**src/rtl/sdr_arbiter.sv**
```systemverilog
`default_nettype none
// ============================================================================
//  Module   : sdr_arbiter
//  Purpose  : Two-port round-robin arbiter in front of a single-request
//             SDRAM controller. One transaction outstanding at a time,
//             with a read-data timeout that completes with an error.
//  Revision : 1.0  initial release
// ============================================================================
module sdr_arbiter #(
    parameter logic [7:0] TIMEOUT = 8'd255
) (
    input  logic        clk,
    input  logic        rst,
    // requester 0
    input  logic        p0_valid,
    input  logic        p0_rw,
    input  logic [22:0] p0_addr,
    input  logic [31:0] p0_wdata,
    output logic        p0_ack,
    output logic [31:0] p0_rdata,
    output logic        p0_err,
    // requester 1
    input  logic        p1_valid,
    input  logic        p1_rw,
    input  logic [22:0] p1_addr,
    input  logic [31:0] p1_wdata,
    output logic        p1_ack,
    output logic [31:0] p1_rdata,
    output logic        p1_err,
    // SDRAM controller side
    output logic [22:0] user_addr,
    output logic        rw,
    output logic [31:0] data_in,
    output logic        in_valid,
    input  logic        busy,
    input  logic [31:0] data_out,
    input  logic        out_valid
);

    typedef enum logic [2:0] {
        IDLE    = 3'd0,
        ISSUE   = 3'd1,
        GUARD   = 3'd2,
        WAIT_RD = 3'd3,
        WAIT_WR = 3'd4
    } state_t;

    localparam logic [31:0] ERR_DATA = 32'hDEADBEEF;

    state_t      state;
    state_t      state_next;
    logic        last_q;      // port granted most recently
    logic        sel_q;       // port owning the current transaction
    logic [7:0]  cnt_q;       // cycles since the request entered GUARD

    logic        grant;       // latch a new request this cycle
    logic        winner;      // port selected by round-robin
    logic        done;        // transaction completes this cycle
    logic        done_rd;     // completion updates rdata
    logic        done_err;    // completion is a read timeout
    logic [8:0]  cnt_inc;
    logic        timed_out;

    assign in_valid  = (state == ISSUE);
    assign cnt_inc   = {1'b0, cnt_q} + 9'd1;
    assign timed_out = (cnt_inc >= {1'b0, TIMEOUT});

    // Next-state and completion decode.
    always_comb begin
        state_next = state;
        grant      = 1'b0;
        done       = 1'b0;
        done_rd    = 1'b0;
        done_err   = 1'b0;
        winner     = (p0_valid && p1_valid) ? ~last_q : p1_valid;
        case (state)
            IDLE: begin
                // The cycle carrying an ack is spent idle so a requester
                // still holding valid is not mistaken for a new request.
                if ((p0_valid || p1_valid) && !(p0_ack || p1_ack)) begin
                    grant      = 1'b1;
                    state_next = ISSUE;
                end
            end
            ISSUE: begin
                if (!busy) begin
                    state_next = GUARD;
                end
            end
            GUARD: begin
                if (!rw && out_valid) begin
                    done       = 1'b1;
                    done_rd    = 1'b1;
                    state_next = IDLE;
                end else if (rw) begin
                    state_next = WAIT_WR;
                end else begin
                    state_next = WAIT_RD;
                end
            end
            WAIT_RD: begin
                if (out_valid) begin
                    done       = 1'b1;
                    done_rd    = 1'b1;
                    state_next = IDLE;
                end else if (timed_out) begin
                    done       = 1'b1;
                    done_rd    = 1'b1;
                    done_err   = 1'b1;
                    state_next = IDLE;
                end
            end
            WAIT_WR: begin
                if (!busy) begin
                    done       = 1'b1;
                    state_next = IDLE;
                end
            end
            default: begin
                state_next = IDLE;
            end
        endcase
    end

    // State register.
    always_ff @(posedge clk) begin
        if (rst) begin
            state <= IDLE;
        end else begin
            state <= state_next;
        end
    end

    // Request latch, timeout counter and per-port completion outputs.
    always_ff @(posedge clk) begin
        if (rst) begin
            last_q    <= 1'b1;
            sel_q     <= 1'b0;
            cnt_q     <= 8'd0;
            user_addr <= 23'd0;
            rw        <= 1'b0;
            data_in   <= 32'd0;
            p0_ack    <= 1'b0;
            p1_ack    <= 1'b0;
            p0_err    <= 1'b0;
            p1_err    <= 1'b0;
            p0_rdata  <= 32'd0;
            p1_rdata  <= 32'd0;
        end else begin
            p0_ack <= done && !sel_q;
            p1_ack <= done &&  sel_q;
            p0_err <= done_err && !sel_q;
            p1_err <= done_err &&  sel_q;

            if (grant) begin
                user_addr <= winner ? p1_addr  : p0_addr;
                rw        <= winner ? p1_rw    : p0_rw;
                data_in   <= winner ? p1_wdata : p0_wdata;
                sel_q     <= winner;
                last_q    <= winner;
            end

            if (state == ISSUE && state_next == GUARD) begin
                cnt_q <= 8'd0;
            end else if (state == GUARD || state == WAIT_RD) begin
                cnt_q <= cnt_q + 8'd1;
            end

            if (done_rd && !sel_q) begin
                p0_rdata <= done_err ? ERR_DATA : data_out;
            end
            if (done_rd && sel_q) begin
                p1_rdata <= done_err ? ERR_DATA : data_out;
            end
        end
    end

endmodule
`default_nettype wire

```
**config.mk**
```make
export PLATFORM = sky130hd
export DESIGN_NAME = sdr_arbiter
export DESIGN_NICKNAME = d
export VERILOG_FILES = /design/src/rtl/sdr_arbiter.sv
export SDC_FILE = /design/constraint.sdc
export NUM_CORES = 1
export LEC_CHECK = 0
export ABC_CLOCK_PERIOD_IN_PS = 3200
export BUFFER_PORTS_ARGS = -buffer_cell sky130_fd_sc_hd__buf_2
export CORE_MARGIN = 5
export CORE_UTILIZATION = 48
export CTS_CLUSTER_SIZE = 30
export DETAILED_ROUTE_END_ITERATION = 12
export PLACE_DENSITY = 0.89
export SLEW_MARGIN = 20
export SYNTH_ARGS = -nofsm -noshare
export SYNTH_HDL_FRONTEND = slang
export SYNTH_SLANG_ARGS = --single-unit
```
**constraint.sdc**
```tcl
create_clock -name clk -period 3.2 [get_ports clk]
set_clock_uncertainty 0.15 [all_clocks]
set_input_delay 0.16 -clock clk [delete_from_list [all_inputs] [get_ports clk]]
set_output_delay 0.16 -clock clk [all_outputs]
set_load 0.03 [all_outputs]
```
==> impl_metrics.tcl, run 1 <==
set metrics [dict create \
    status "complete, no violations" \
    dpl.cell_count 1100 \
    initial_core_util_pct 48.9 \
    wl_per_cell_um 18.6 \
    tns_ns 0 \
    num_io_pins 275 \
    htreeDepth 4 \
    cp.required_ns 3.37 \
    synthMostInstantiatedCell "a211oi_1" \
    intPower_w 0.00341 \
    firstDrtPassIters 5 \
    cts_root_buf "clkbuf_16" \
    grt_max_degree 100 \
    syn-num-nets 866 \
    path_max_fanout 24 \
    num_rows 42 \
    grt_pass1_vias 6966 \
    grt_antenna_before_repair 5 \
    synthArstFlopShare_pct 0 \
    final.period_utilization_pct 86.4 \
    cts_tree "done" \
    yosysWarnings 0 \
    hold_viol 0 \
    slew_headroom_pct 28.2 \
    final_max_slew_viol_count 0 \
    avgSynthCellArea_sq_um 9.03 \
    globalRouteOverflowTotal 0 \
    grt_usage_pct 28.1 \
    via_per_inst 5.65 \
    clk_pin_slew_worst_paths_ns 0.06 \
    worstSetupPathType "reg2reg" \
    critPathArrivalTime_ns 2.94 \
    dp_hpwl_mm 13.6 \
    rsz0062_at_grt "false" \
    p_switching_w 0.00156 \
    dieHeight_um 126 \
    die_area_sq_mm 0.0158 \
    ys_ff_latch 137 \
    syn_inst 714 \
    tightest_slew_ns 1.07 \
    cts_buffer_depth 2 \
    leakage_nw 4.07 \
    core_sq_mm 0.0132 \
    clkSinkCount 137 \
    syn_to_final_growth_pct 47.0 \
    die_w_um 126 \
    finalNonFillerCells 1239 \
    seq_area_frac_synth_pct 42.5 \
    cts_made_buffers 17 \
    startpoint_type "flop" \
    grt_pass1_wl_mm 36.3 \
    totalPowerFinal_w 0.00497 \
    final_nets 1198 \
    routabilityCongestion 0.822 \
    ys_types 49 \
    vias 7000 \
    dp_worst_setup_slack_ns 0.479 \
    cp-end-kind "flop" \
    synth_edf_count 0 \
    post_cts_buffers 0 \
    setup_viol_count_final 0 \
    routed_wl_mm 23.1 \
    p_seq_share_pct 38.7 \
    antenna_left 0 \
    drt_iter0_markers 557 \
    fin_crit_ns 2.76 \
    port_buffers 274 \
    clockPowerShare_pct 37.8 \
    route.detailed.drc 0 \
    netSwitchingFraction_pct 31.3 \
    fin_ws_ns 0.436 \
    hold_class "in2reg" \
    yosys-top-cells-area "dfxtp_1, a211oi_1, mux2i_1" \
    pwr-share-comb_pct 23.5 \
    drv_cap 0 \
    ys_dominant_reg_cell "dfxtp_1" \
    power.density_mw_per_mm2 525 \
    fmax_mhz 362 \
    yosysTopAreaCell "dfxtp_1" \
    irDropWorstVdd_v 0.000537 \
    netlist_area_sq_mm 0.00645 \
    post_cts_resized 0 \
    synth_common_cells "a211oi_1, dfxtp_1, nor2_1" \
    clock_latency_ns 0.42 \
    drive_gt1_share_pct 31.1 \
    synth_top_area_share_pct 42.5 \
]
==> path summary, 6_finish.rpt <==
kind | start | endpoint | slack (ns) | cells past startpoint
setup / recovery | cnt_q[0] | p0_rdata[18] | 0.44 | 7
hold reg to reg | p1_rdata[15] | p1_rdata[15] | 0.30 | 2
hold / removal | p1_rw | rw | 0.002 | 3
setup reg to reg | cnt_q[0] | p0_rdata[18] | 0.44 | 7
==> state kept, by name, summed over array words and instances (netlist names) <==
signal,count
p1_err,1
state,3
data_in,32
last_q,1
cnt_q,8
p1_ack,1
rw,1
sel_q,1
p0_rdata,32
p0_ack,1
p1_rdata,32
p0_err,1
user_addr,23
==> cell usage in the layout, fill, tap and decap left out, drive strengths merged, types with 2 or more instances in the layout <==
master       Yosys  routed
or4b            16      16
nand2            6       6
nand2b          25      25
o21ai            2       2
nor3             9       9
mux2i           57      57
clkinv           0       6
inv             54      56
dlygate4sd3      0     103
a211oi         153     153
nor2b            3       3
nand3b           8       8
ha               2       2
clkbuf          44      22
xnor2            7       7
a41oi            8       8
buf             29     283
nand4           32      32
nor4             3       3
nand3           11      11
a21oi            3       3
nor2            75      75
o21a             2       2
diode            0       4
a21o             2       2
dfxtp          137     137
nor3b           10      10
==> routing by layer <==
layer	GRT usage, %	vias up	share of wire (%)
met5	0	-	0.056
met2	47.5	373	49
met3	7.92	70	8.4
met1	32.6	3251	38
met4	13.9	2	4.0
li1	-	3304	-
==> through the flow <==
stage	hold slack, ns	util [%]	instance area [sq um]
after floorplan	0.157	-	6450
after global placement	0.289	59.6	7870
after detailed placement	0.297	59.6	7870
after CTS	0.00313	71.8	9470
after global routing	0.0114	71.8	9480
final	0.00223	71.8	9480
==> critical path, stage by stage, from the launching register on <==
cell and delay, ns:
dfxtp_1 0.39, inv_1 0.09, ha_1 0.32, o21ba_2 0.22, nor3_2 0.30, o2111ai_4 0.29, a21o_1 0.54, a211oi_1 0.35
==> power by group through the flow <==
stage,combinational (W),sequential (W),clock [W]
global placement,0.000963,0.00194,0
floorplan,0.000414,0.00218,0
CTS,0.00111,0.00191,0.00190
global route,0.00124,0.00194,0.00198
detailed placement,0.000981,0.00195,0
finish,0.00117,0.00193,0.00188
==> area by class of cell <==
type,count,area [sq um]
flip-flops and latches,137,2740
multi-input cells,450,3230
fillers,925,3710
inverters,54,203
clock buffers,22,474
diodes,4,10.0
clock inverters,10,92.6
repair buffers,386,2500
well taps,176,220
==> cells by family after synthesis <==
logic type | count (synthesis) | share of synthesized area, %
AOI/OAI and AO/OA | 181 | 21.4
muxes | 57 | 8.85
and+or+nand+nor | 202 | 17.7
buffers and inverters | 127 | 8.04
DFF | 137 | 42.5
xor gates and xnor gates | 8 | 1.09
adders and majority gates | 2 | 0.388
==> what timing repair did <==
item,CTS,global route
hold buffers,103,0
setup endpoints to repair,0,0
hold endpoints to repair,64,0
Note: power is estimated with default switching activity, not from simulation.
==> inputs of run 2 (changes only) <==
--- a/config.mk
+++ b/config.mk
@@ -5,13 +5,13 @@
 export SDC_FILE = /design/constraint.sdc
 export NUM_CORES = 1
 export LEC_CHECK = 0
-export ABC_CLOCK_PERIOD_IN_PS = 3200
+export ABC_CLOCK_PERIOD_IN_PS = 2300
 export BUFFER_PORTS_ARGS = -buffer_cell sky130_fd_sc_hd__buf_2
 export CORE_MARGIN = 5
-export CORE_UTILIZATION = 48
+export CORE_UTILIZATION = 43
 export CTS_CLUSTER_SIZE = 30
 export DETAILED_ROUTE_END_ITERATION = 12
-export PLACE_DENSITY = 0.89
+export PLACE_DENSITY = 0.85
 export SLEW_MARGIN = 20
 export SYNTH_ARGS = -nofsm -noshare
 export SYNTH_HDL_FRONTEND = slang
==> constraint.sdc (replaced) <==
create_clock -name clk -period 2.3 [get_ports clk]
set_clock_uncertainty 0.15 [all_clocks]
set_input_delay 0.115 -clock clk [delete_from_list [all_inputs] [get_ports clk]]
set_output_delay 0.115 -clock clk [all_outputs]
set_load 0.03 [all_outputs]
==> impl_metrics.tcl, run 2 (synthesis results as in run 1) <==
set metrics [dict create \
    initial_core_util_pct 44.0 \
    critPathArrivalTime_ns 2.44 \
    cp-end-kind "flop" \
    postPlaceCellArea_sq_mm 0.00815 \
    hold_class "in2reg" \
    grt_max_degree 61 \
    irDropWorstVdd_v 0.000514 \
    regArea_sq_mm 0.00275 \
    totalPowerFinal_w 0.00726 \
    final.period_utilization_pct 99.4 \
    r2r_setup_slack_ns 0.05 \
    core_sq_mm 0.0146 \
    via_per_inst 5.67 \
    worst_r2r_path_depth 8 \
    htreeDepth 4 \
    syn_to_final_growth_pct 58.6 \
    num_io_pins 275 \
    cpMostUsedCell "dlygate4sd3_1" \
    die_w_um 132 \
    clock_latency_ns 0.42 \
    drive_gt1_share_pct 35.5 \
    final_nets 1242 \
    final_cell_mix "buf_2, a211oi_1, dfxtp_1" \
    route.detailed.drc 0 \
    final_common_cell "buf_2" \
    cts_root_buf "clkbuf_16" \
    drt_iter0_markers 505 \
    multi_input_area_sq_mm 0.00342 \
    reg.largest.list "data_in x32, p0_rdata x32, p1_rdata x32" \
    hold_depth 3 \
    power.density_mw_per_mm2 710 \
    slew_headroom_pct 33.7 \
    clkSinkCount 137 \
    wl_per_cell_um 19.5 \
    worstHoldEndpoint "user_addr[8]" \
    max_stage_delay_ns 0.59 \
    tightest_slew_ns 0.991 \
    hold_viol 1 \
    grt_usage_pct 25.8 \
    cts_tree "done" \
    leakage_nw 4.38 \
    final_cell_area_sq_mm 0.0102 \
    port_buffers 274 \
    cts_made_buffers 17 \
    antenna_left 0 \
    fin_crit_ns 2.29 \
    fillers 1007 \
    num_rows 44 \
    slowest_stage "dlygate4sd3_1" \
    rr_endpoint "p0_rdata[17]" \
    violations "negative hold slack" \
    hold_start "p1_addr[8]" \
    cts_buffer_depth 2 \
    grt_antenna_before_repair 4 \
    grt_pass1_wl_mm 37.1 \
    die_area_sq_mm 0.0175 \
    dp_hpwl_mm 14.4 \
    clk_pin_slew_worst_paths_ns 0.06 \
    worstSetupPathType "in2reg" \
    final_max_slew_viol_count 0 \
    crit_buf_inv 5 \
    fmax_mhz 437 \
    path_max_fanout 12 \
    fin_hold_ws_ns -0.0354 \
    routabilityCongestion 0.906 \
    drv_cap 0 \
    r2r-start "cnt_q[1]" \
    dieHeight_um 132 \
    setup_viol_count_final 0 \
    tns_ns 0 \
    cp.required_ns 2.46 \
    globalRouteOverflowTotal 0 \
    status "finished with violations" \
    startpoint_type "input port" \
    crit_family "buffers and inverters" \
    vias 7313 \
    path_cells "dlygate4sd3_1, buf_2, a21boi_4, buf_12, buf_6, mux2i_2, dlygate4sd3_1, a211oi_1" \
    grt_pass1_vias 7140 \
    firstDrtPassIters 5 \
    routed_wl_mm 25.1 \
]
run 2: metal layers:
layer	vias up	global-route usage, %	wire [um]
li1	3389	-	-
met1	3371	29.6	9330
met2	448	43.6	12300
met3	103	7.33	2170
met4	2	13.7	1280
met5	-	0	12
run 2: what timing repair did:
item                                   CTS  global route
hold buffers                           116             1
gates cloned                             0             2
setup endpoints to repair               58            75
setup buffers                            0             4
endpoints found under the hold margin   74             1
gates resized for setup                  6            36
pin swaps                                0             7
run 2: worst max-delay path by stage:
stage,from,cells past startpoint,slack (ns),end
after floorplan,cnt_q[0],9,0.04,p0_rdata[30]
after global placement,cnt_q[0],8,0.05,p0_rdata[25]
after detailed placement,cnt_q[0],8,-0.09,p1_rdata[9]
after CTS,p0_valid,8,0.008,data_in[1]
after global routing,cnt_q[2],6,-0.02,p0_rdata[25]
final,p0_valid,8,0.01,data_in[22]
run 2: power by group:
group | switching, W | internal (W) | total (W) | leakage (nW)
clock network | 0.00115 | 0.00166 | 0.00280 | 0.288
logic | 0.00106 | 0.000719 | 0.00177 | 2.97
registers | 0.000124 | 0.00256 | 0.00268 | 1.12
run 2: area by class of cell:
cell class / instances / area share (%)
inverters: 54 / 1.98
clock buffers: 19 / 4.33
repair buffers: 430 / 29.4
well taps: 184 / 2.25
flip-flops and latches: 137 / 26.9
diodes: 3 / 0.0734
clock inverters: 13 / 1.53
multi-input cells: 450 / 33.5
run 2: per-stage QoR:
stage	hold slack (ns)	setup WS (ns)	cells	util (%)
global placement	0.255	0.0540	1132	55.6
detailed placement	0.255	-0.0943	1132	55.6
finish	-0.0354	0.0129	1290	69.8
global route	0.0158	-0.0244	1290	69.8
CTS	0.000352	0.00779	1280	67.8
floorplan	0.112	0.0406	714	-
run 2: worst min-delay path, stage by stage:
cell,delay [ns]
buf_2,0.10
mux2i_1,0.18
a211oi_1,0.09
==> inputs of run 3 (changes only) <==
--- a/config.mk
+++ b/config.mk
@@ -8,10 +8,10 @@
 export ABC_CLOCK_PERIOD_IN_PS = 2300
 export BUFFER_PORTS_ARGS = -buffer_cell sky130_fd_sc_hd__buf_2
 export CORE_MARGIN = 5
-export CORE_UTILIZATION = 43
+export CORE_UTILIZATION = 25
 export CTS_CLUSTER_SIZE = 30
 export DETAILED_ROUTE_END_ITERATION = 12
-export PLACE_DENSITY = 0.85
+export PLACE_DENSITY = 0.58
 export SLEW_MARGIN = 20
 export SYNTH_ARGS = -nofsm -noshare
 export SYNTH_HDL_FRONTEND = slang
==> impl_metrics.tcl, run 3 (synthesis results as in run 1) <==
set metrics [dict create \
    hold_viol 0 \
    slowest_stage "or4b_2" \
    crit_buf_inv 2 \
    clk_pin_slew_worst_paths_ns 0.07 \
    grt_max_degree 81 \
    cp.required_ns 2.50 \
    grt_pass1_vias 6900 \
    status "complete, no violations" \
    slew_headroom_pct 36.6 \
    final_common_cell "buf_2" \
    p_seq_share_pct 37.0 \
    critPathArrivalTime_ns 2.45 \
    fmax_mhz 445 \
    antennaDiodeCount 0 \
    final.period_utilization_pct 97.8 \
    max_stage_delay_ns 0.60 \
    reg.largest.list "data_in x32, p0_rdata x32, p1_rdata x32" \
    path_cells "ha_2, buf_4, xnor2_2, nor2_1, o2111a_1, buf_12, or4b_2, nand4_1" \
    htreeDepth 4 \
    routabilityCongestion 0.809 \
    grt_antenna_before_repair 1 \
    die_w_um 171 \
    cp-end-kind "flop" \
    num_rows 58 \
    leakage_nw 4.42 \
    worstSetupPathType "reg2reg" \
    path_max_fanout 22 \
    cts_buffer_depth 2 \
    clockPowerShare_pct 39.7 \
    routed_wl_mm 23.8 \
    cts_tree "done" \
    startpoint_type "flop" \
    cts_made_buffers 17 \
    p_switching_w 0.00229 \
    pwr-share-comb_pct 23.3 \
    clock_latency_ns 0.41 \
    fin_hold_ws_ns 0.0225 \
    final_nets 1251 \
    post-route-util_pct 41.5 \
    wl_per_cell_um 16.5 \
    tightest_slew_ns 0.948 \
    port_buffers 274 \
    drt_iter0_markers 361 \
    route.detailed.drc 0 \
    power.density_mw_per_mm2 685 \
    crit_family "simple AND/OR/NAND/NOR gates" \
    final_max_slew_viol_count 0 \
    setup_viol_count_final 0 \
    core_sq_mm 0.0253 \
    via_per_inst 4.78 \
    dieHeight_um 171 \
    clkSinkCount 137 \
    firstDrtPassIters 6 \
    drv_cap 0 \
    final_cell_mix "buf_2, dfxtp_1, dlygate4sd3_1" \
    grt_usage_pct 15.7 \
    hold_class "in2reg" \
    dp_hpwl_mm 15.8 \
    vias 6894 \
    die_area_sq_mm 0.0291 \
    postPlaceCellArea_sq_mm 0.00834 \
    globalRouteOverflowTotal 0 \
    intPower_w 0.00489 \
    fin_crit_ns 2.25 \
    rsz0062_at_grt "true" \
    netSwitchingFraction_pct 31.9 \
    cts_root_buf "clkbuf_16" \
    initial_core_util_pct 25.5 \
    antenna_left 0 \
    grt_pass1_wl_mm 36.9 \
    tns_ns 0 \
    num_io_pins 275 \
    final_cell_area_sq_mm 0.0105 \
    drive_gt1_share_pct 37.8 \
    irDropWorstVdd_v 0.000455 \
    syn_to_final_growth_pct 62.6 \
]
run 3: changes by cell type in the layout (fill, tap and decap cells not counted), sizes merged:
cell | before | now
buf | 311 | 317
clkbuf | 21 | 18
clkinv | 2 | 6
clkinvlp | 2 | 1
diode | 3 | 0
dlygate4sd3 | 117 | 122
inv | 61 | 59
run 3: metrics by stage:
step / std cells / setup WS [ns] / power (W)
3_3_place_gp: 1285 / 0.0479 / 0.00412
4_1_cts: 1439 / -0.0164 / 0.00722
5_1_grt: 1442 / -0.0387 / 0.00752
3_5_place_dp: 1285 / -0.0653 / 0.00413
6_report: 1442 / 0.0510 / 0.00718
2_1_floorplan: 714 / 0.0406 / 0.00361
run 3: power groups by stage:
stage | Combinational (W) | Sequential (W) | Clock, W
2_1_floorplan | 0.000576 | 0.00303 | 0
3_3_place_gp | 0.00142 | 0.00270 | 0
3_5_place_dp | 0.00142 | 0.00271 | 0
4_1_cts | 0.00163 | 0.00266 | 0.00293
5_1_grt | 0.00180 | 0.00268 | 0.00304
6_report | 0.00167 | 0.00266 | 0.00285
run 3: worst reg2reg max path: stages, from the launching register on:
cell and delay (ns):
dfxtp_2 0.33, ha_2 0.20, buf_4 0.15, xnor2_2 0.20, nor2_1 0.09, o2111a_1 0.18, buf_12 0.17, or4b_2 0.61
nand4_1 0.11
run 3: cell type report:
| cell class | count | area, sq um |
|---|---|---|
| clock buffers | 18 | 439 |
| clock inverters | 14 | 161 |
| fillers | 2471 | 14800 |
| inverters | 54 | 203 |
| multi-input cells | 450 | 3510 |
| flip-flops and latches | 137 | 2750 |
| well taps | 330 | 413 |
| repair buffers | 439 | 3010 |
run 3: final timing paths:
kind | startpoint | to | depth (start not counted) | slack, ns
max | cnt_q[0] | p0_rdata[14] | 8 | 0.05
min reg2reg | p1_rdata[5] | p1_rdata[5] | 2 | 0.31
min | data_out[7] | p0_rdata[7] | 4 | 0.02
max reg2reg | cnt_q[0] | p0_rdata[14] | 8 | 0.05
run 3: metal layers:
layer | part of all wire [%] | GRT usage, % | wire length, um | vias up
met4 | 2.3 | 5.59 | 538 | 2
met5 | 0.055 | 0 | 13 | -
li1 | - | - | - | 3402
met1 | 43 | 19.5 | 10200 | 3229
met2 | 48 | 26.1 | 11400 | 228
met3 | 7.0 | 4.48 | 1660 | 33
run 3: repair_timing:
item                                    4_1_cts  5_1_grt
hold buffers                                122        0
buffers inserted                              0        3
endpoints found under the setup margin       49       85
resized for setup                             3       58
pin swaps                                     1       10
endpoints found under the hold margin        75        0
